[src/rtl/af4eos_agg_wprt_bctrl.sv]
// Write-side pointer controller for a dual-clock FIFO with burst writes, flush handshake and sticky overflow.
// Optional build macro AF4EOS_AGG_WPRT_OVF_CNT_EN adds a saturating refused-request counter output.
module af4eos_agg_wprt_bctrl #(
    parameter int ADDR = 8,
    parameter int DEP  = 256,
    parameter int WCW  = 2,
    parameter int SYNC = 2
) (
    input  logic            i_wclk,
    input  logic            i_wrst,
    input  logic            i_wen,
    input  logic [WCW-1:0]  i_wcnt,
    output logic            o_wack,
    output logic [ADDR-1:0] o_waddr,
    output logic [ADDR:0]   o_gwprt,
    input  logic [ADDR:0]   i_grprt,
    input  logic [ADDR:0]   i_wafthr,
    output logic            o_wfull,
    output logic            o_wafull,
    output logic [ADDR:0]   o_wlen,
    input  logic            i_wflush,
    output logic            o_wflush_done,
    output logic            o_wovf,
`ifdef AF4EOS_AGG_WPRT_OVF_CNT_EN
    output logic [15:0]     o_wovf_cnt,
`endif
    input  logic            i_wovf_clr
);

    localparam logic [ADDR:0] DEPV = (ADDR+1)'(DEP);

    typedef enum logic [1:0] {IDLE, DRAIN, DONE} state_t;

    state_t          r_state;
    state_t          w_state_nxt;
    logic [ADDR:0]   r_addr;
    logic [ADDR:0]   r_gaddr;
    logic [ADDR:0]   r_sync [SYNC];
    logic [ADDR:0]   r_wlen;
    logic            r_wfull;
    logic            r_wafull;
    logic            r_wovf;
    logic [ADDR:0]   w_brprt;
    logic [ADDR:0]   w_len;
    logic [ADDR:0]   w_free;
    logic [ADDR:0]   w_wcnt_ext;
    logic [ADDR:0]   w_nxt_addr;
    logic [ADDR:0]   w_nxt_len;
    logic            w_req;
    logic            w_acc;
    logic            w_ovf_set;

    function automatic logic [ADDR:0] bin2gray(input logic [ADDR:0] b);
        return b ^ (b >> 1);
    endfunction

    function automatic logic [ADDR:0] gray2bin(input logic [ADDR:0] g);
        logic [ADDR:0] b;
        b[ADDR] = g[ADDR];
        for (int i = ADDR - 1; i >= 0; i--) begin
            b[i] = b[i+1] ^ g[i];
        end
        return b;
    endfunction

    assign w_brprt    = gray2bin(r_sync[SYNC-1]);
    assign w_len      = r_addr - w_brprt;
    assign w_free     = DEPV - w_len;
    assign w_wcnt_ext = (ADDR+1)'(i_wcnt);
    assign w_req      = i_wen & (i_wcnt != '0);
    assign w_acc      = w_req & (w_wcnt_ext <= w_free) & (r_state == IDLE);
    assign w_ovf_set  = w_req & ~w_acc & (r_state == IDLE);
    assign w_nxt_addr = r_addr + (w_acc ? w_wcnt_ext : '0);
    assign w_nxt_len  = w_nxt_addr - w_brprt;

    assign o_wack        = w_acc;
    assign o_waddr       = r_addr[ADDR-1:0];
    assign o_gwprt       = r_gaddr;
    assign o_wlen        = r_wlen;
    assign o_wfull       = r_wfull;
    assign o_wafull      = r_wafull;
    assign o_wovf        = r_wovf;
    assign o_wflush_done = (r_state == DONE);

    always_ff @(posedge i_wclk or negedge i_wrst) begin
        if (!i_wrst) begin
            r_addr   <= '0;
            r_gaddr  <= '0;
            r_wlen   <= '0;
            r_wfull  <= 1'b0;
            r_wafull <= 1'b0;
        end else begin
            r_addr   <= w_nxt_addr;
            r_gaddr  <= bin2gray(w_nxt_addr);
            r_wlen   <= w_nxt_len;
            r_wfull  <= (w_nxt_len == DEPV);
            r_wafull <= (w_nxt_len >= i_wafthr);
        end
    end

    // Read pointer crosses from the read domain through a plain flop chain.
    always_ff @(posedge i_wclk or negedge i_wrst) begin
        if (!i_wrst) begin
            for (int i = 0; i < SYNC; i++) begin
                r_sync[i] <= '0;
            end
        end else begin
            r_sync[0] <= i_grprt;
            for (int i = 1; i < SYNC; i++) begin
                r_sync[i] <= r_sync[i-1];
            end
        end
    end

    // A new overflow event beats a simultaneous clear.
    always_ff @(posedge i_wclk or negedge i_wrst) begin
        if (!i_wrst) begin
            r_wovf <= 1'b0;
        end else if (w_ovf_set) begin
            r_wovf <= 1'b1;
        end else if (i_wovf_clr) begin
            r_wovf <= 1'b0;
        end
    end

`ifdef AF4EOS_AGG_WPRT_OVF_CNT_EN
    logic [15:0] r_wovf_cnt;

    always_ff @(posedge i_wclk or negedge i_wrst) begin
        if (!i_wrst) begin
            r_wovf_cnt <= '0;
        end else if (i_wovf_clr) begin
            r_wovf_cnt <= {15'd0, w_ovf_set};
        end else if (w_ovf_set && (r_wovf_cnt != 16'hFFFF)) begin
            r_wovf_cnt <= r_wovf_cnt + 16'd1;
        end
    end

    assign o_wovf_cnt = r_wovf_cnt;
`endif

    always_ff @(posedge i_wclk or negedge i_wrst) begin
        if (!i_wrst) begin
            r_state <= IDLE;
        end else begin
            r_state <= w_state_nxt;
        end
    end

    always_comb begin
        w_state_nxt = r_state;
        case (r_state)
            IDLE:    if (i_wflush) w_state_nxt = DRAIN;
            DRAIN:   if (w_len == '0) w_state_nxt = DONE;
            DONE:    w_state_nxt = IDLE;
            default: w_state_nxt = IDLE;
        endcase
    end

endmodule

[config.mk]
export PLATFORM = sky130hd
export DESIGN_NAME = af4eos_agg_wprt_bctrl
export DESIGN_NICKNAME = d
export VERILOG_FILES = /design/src/rtl/af4eos_agg_wprt_bctrl.sv
export SDC_FILE = /design/constraint.sdc
export NUM_CORES = 1
export LEC_CHECK = 0
export ABC_AREA = 1
export BUFFER_PORTS_ARGS = -buffer_cell sky130_fd_sc_hd__buf_2
export CORE_MARGIN = 1
export CORE_UTILIZATION = 30
export CTS_BUF_LIST = sky130_fd_sc_hd__clkbuf_4 sky130_fd_sc_hd__clkbuf_8
export DETAILED_ROUTE_END_ITERATION = 12
export PLACE_DENSITY_LB_ADDON = 0.12
export SYNTH_ARGS = -nofsm -noshare
export SYNTH_HDL_FRONTEND = slang
export SYNTH_SLANG_ARGS = --single-unit
[constraint.sdc]
create_clock -name i_wclk -period 8.1 [get_ports i_wclk]
set_clock_uncertainty 0.05 [all_clocks]
set_input_delay 0.405 -clock i_wclk [delete_from_list [all_inputs] [get_ports i_wclk]]
set_output_delay 0.405 -clock i_wclk [all_outputs]
set_load 0.005 [all_outputs]
==> impl_metrics.json <==
{
  "clockRootBuffer": "clkbuf_8",
  "postRouteWirelength_mm": 6.07,
  "period_minus_slack_ns": 7.36,
  "tritoncts": "yes",
  "synth_compound_area_share_pct": 4.90,
  "via_per_inst": 4.27,
  "diodes": 0,
  "area_delta_synth_final_pct": 19.4,
  "worstPathMaxFanout": 5,
  "grt_overflow": 0,
  "die_y_um": 103,
  "required_ns": 8.25,
  "post_cts_buffers": 0,
  "drtIter0Drc": 73,
  "cts_buffers": 5,
  "globalplace.congestion": 0.757,
  "final.period_utilization_pct": 90.9,
  "die_w_um": 103,
  "drive_gt1_share_pct": 28.0,
  "powerDensity_nw_per_um2": 266,
  "setup_slack_ns": 0.739,
  "dominantRegCellSynth": "dfrtp_1",
  "post_cts_resized": 0,
  "drc_errors": 0,
  "dp.cells": 525,
  "synthAdderAreaFrac_pct": 14.2,
  "r2r_slack_ns": 0.74,
  "yosysWarnings": 0,
  "ctsHoldBuffers": 0,
  "rows": 36,
  "syn_area_um2": 3060,
  "synth_nets": 392,
  "die_area_um2": 10600,
  "max_slew_margin_pct": 57.0,
  "r2r-end": "o_wafull$_DFF_PN0_",
  "ys_seq_area_share_pct": 40.0,
  "path_common_cell": "inv_1",
  "fill_cells": 1073,
  "r2r-start": "r_sync[8]$_DFF_PN0_",
  "finalHoldViolCount": 0,
  "grt_start_max_net_pins": 50,
  "ios": 56,
  "setup_tns_ns": 0,
  "synth.area.mux_share_pct": 0,
  "cp_slowest_cell": "dfrtp_1",
  "synth_common_cells": "inv_1 (60), nand2_1 (51), dfrtp_1 (49)",
  "grt_antenna_before_repair": 0,
  "start_util_pct": 31.2,
  "synth_edf_count": 0,
  "synth_area_per_cell_um2": 9.17,
  "critPathMaxStageDelay_ns": 0.43,
  "path_clk_slew_ns": 0.10,
  "grt_pass1_wl_mm": 10.4,
  "io_buffers": 55,
  "htree_levels": 2,
  "drv_cap": 0,
  "power_mw": 0.973,
  "ir_worst_vdd_mv": 0.0838,
  "async_flop_share_pct": 100,
  "reg2reg_depth": 49,
  "fin_cells": 533,
  "synthXorXnorAreaFrac_pct": 8.87,
  "crit_type": "reg2reg",
  "setup_viol": 0,
  "yosys.area_share.simple_pct": 24.2,
  "synth_top_area_share_pct": 40.0,
  "worst_pin_slew_ns": 0.645,
  "hold_class": "in2async",
  "clkLatencyLatePin_ns": 0.31,
  "cp-end-kind": "flop",
  "synth_area_leaders": "dfrtp_1 (40%), ha_1 (12%), inv_1 (7.4%)",
  "synth_top_family_by_area": "simple AND/OR/NAND/NOR gates",
  "yosys.area.top_type": "dfrtp_1",
  "coreArea_um2": 9820,
  "wl_per_cell_um": 11.4,
  "cts_sinks": 49,
  "crit_arrival_ns": 7.51,
  "hold_ws_ns": 0.141,
  "postLayoutCellArea_um2": 3660,
  "final_util_pct": 37.2,
  "critPathLaunchType": "flop",
  "dpl-instance-area_um2": 3530,
  "via_count": 2276,
  "p_leak_nw": 1.98,
  "detail-route-antenna-nets": 0,
  "first_global_vias": 2220,
  "drtPass1Iterations": 4,
  "ys_ff_latch": 49,
  "fmax_mhz": 136,
  "nNetsFinal": 457,
  "status": "finished clean",
  "track_usage_pct": 12.9,
  "clock_path_buffers": 2,
  "yosysUniqueCellTypes": 32,
  "dp_hpwl_mm": 4.86,
  "yosysMostFrequentCell": "inv_1",
  "dp_slack_ns": 0.437,
  "syn_inst": 334,
  "maxSlewViolCount": 0
}
## critical path: cells and delay by family, from the launching register on
kind                       cells  cell delay (ns)
and+or+nand+nor               23             2.33
adders and majority gates      7             2.14
xor gates and xnor gates       6             1.09
buffers and inverters          7             0.64
AOI/OAI and AO/OA              6             0.57
DFF                            1             0.43
## power breakdown
part | switching (mW) | leakage (nW) | internal, mW
logic | 0.275 | 1.35 | 0.204
clock network | 0.0889 | 0.0585 | 0.0927
registers | 0.0234 | 0.574 | 0.288
total | 0.388 | 1.98 | 0.585
## final cells by class
class | instances | area, um2 | area share, %
clock inverters | 3 | 43.8 | 1.20
inverters | 63 | 236 | 6.47
clock buffers | 5 | 68.8 | 1.88
well taps | 133 | 166 | 4.55
flip-flops and latches | 49 | 1230 | 33.5
multi-input cells | 222 | 1620 | 44.2
repair buffers | 58 | 298 | 8.15
## sequential cells by signal, indices dropped and copies added (netlist names)
name      count
r_sync       18
r_state       2
o_wlen        9
o_wfull       1
o_wafull      1
r_addr        9
o_wovf        1
o_gwprt       8
## layer usage
metal  share of wire (%)  wire, um  vias to the layer above  GRT usage, %
met1                  47      2850                     1049          16.4
met4                 1.6        95                        0          5.20
met2                  47      2870                       41          20.9
li1                    -         -                     1178             -
met3                 4.3       260                        8          3.39
met5                   0         0                        -             0
## how the worst max path moves through the flow
| stage | slack (ns) | endpoint | start |
|---|---|---|---|
| 2_1_floorplan | 1.29 | o_wafull$_DFF_PN0_ | r_sync[8]$_DFF_PN0_ |
| 3_3_place_gp | 0.50 | o_wafull$_DFF_PN0_ | r_sync[8]$_DFF_PN0_ |
| 3_5_place_dp | 0.44 | o_wafull$_DFF_PN0_ | r_sync[8]$_DFF_PN0_ |
| 4_1_cts | 0.40 | o_wafull$_DFF_PN0_ | r_sync[8]$_DFF_PN0_ |
| 5_1_grt | -0.003 | o_wafull$_DFF_PN0_ | r_sync[8]$_DFF_PN0_ |
| 6_report | 0.74 | o_wafull$_DFF_PN0_ | r_sync[8]$_DFF_PN0_ |
## logic make-up after synthesis
group / after synthesis
fa+ha+maj: 33
xor+xnor: 28
simple gates: 136
flops: 49
compound gates: 25
buf+inv: 63
## cells in the final DEF (no fill, tap or decap), drive strengths merged
cell	n
o22ai	1
dfrtp	49
nor3b	1
xor2	20
nor3	5
xnor2	8
and2	2
nor2	18
nand3	32
ha	30
or4	1
or2	1
a21oi	14
fa	3
nand2	73
nand4	3
clkinv	2
inv	63
o21bai	3
a31o	1
o211ai	3
buf	58
o21ai	3
clkbuf	5
bufinv	1
Note: power is estimated with default switching activity, not from simulation.
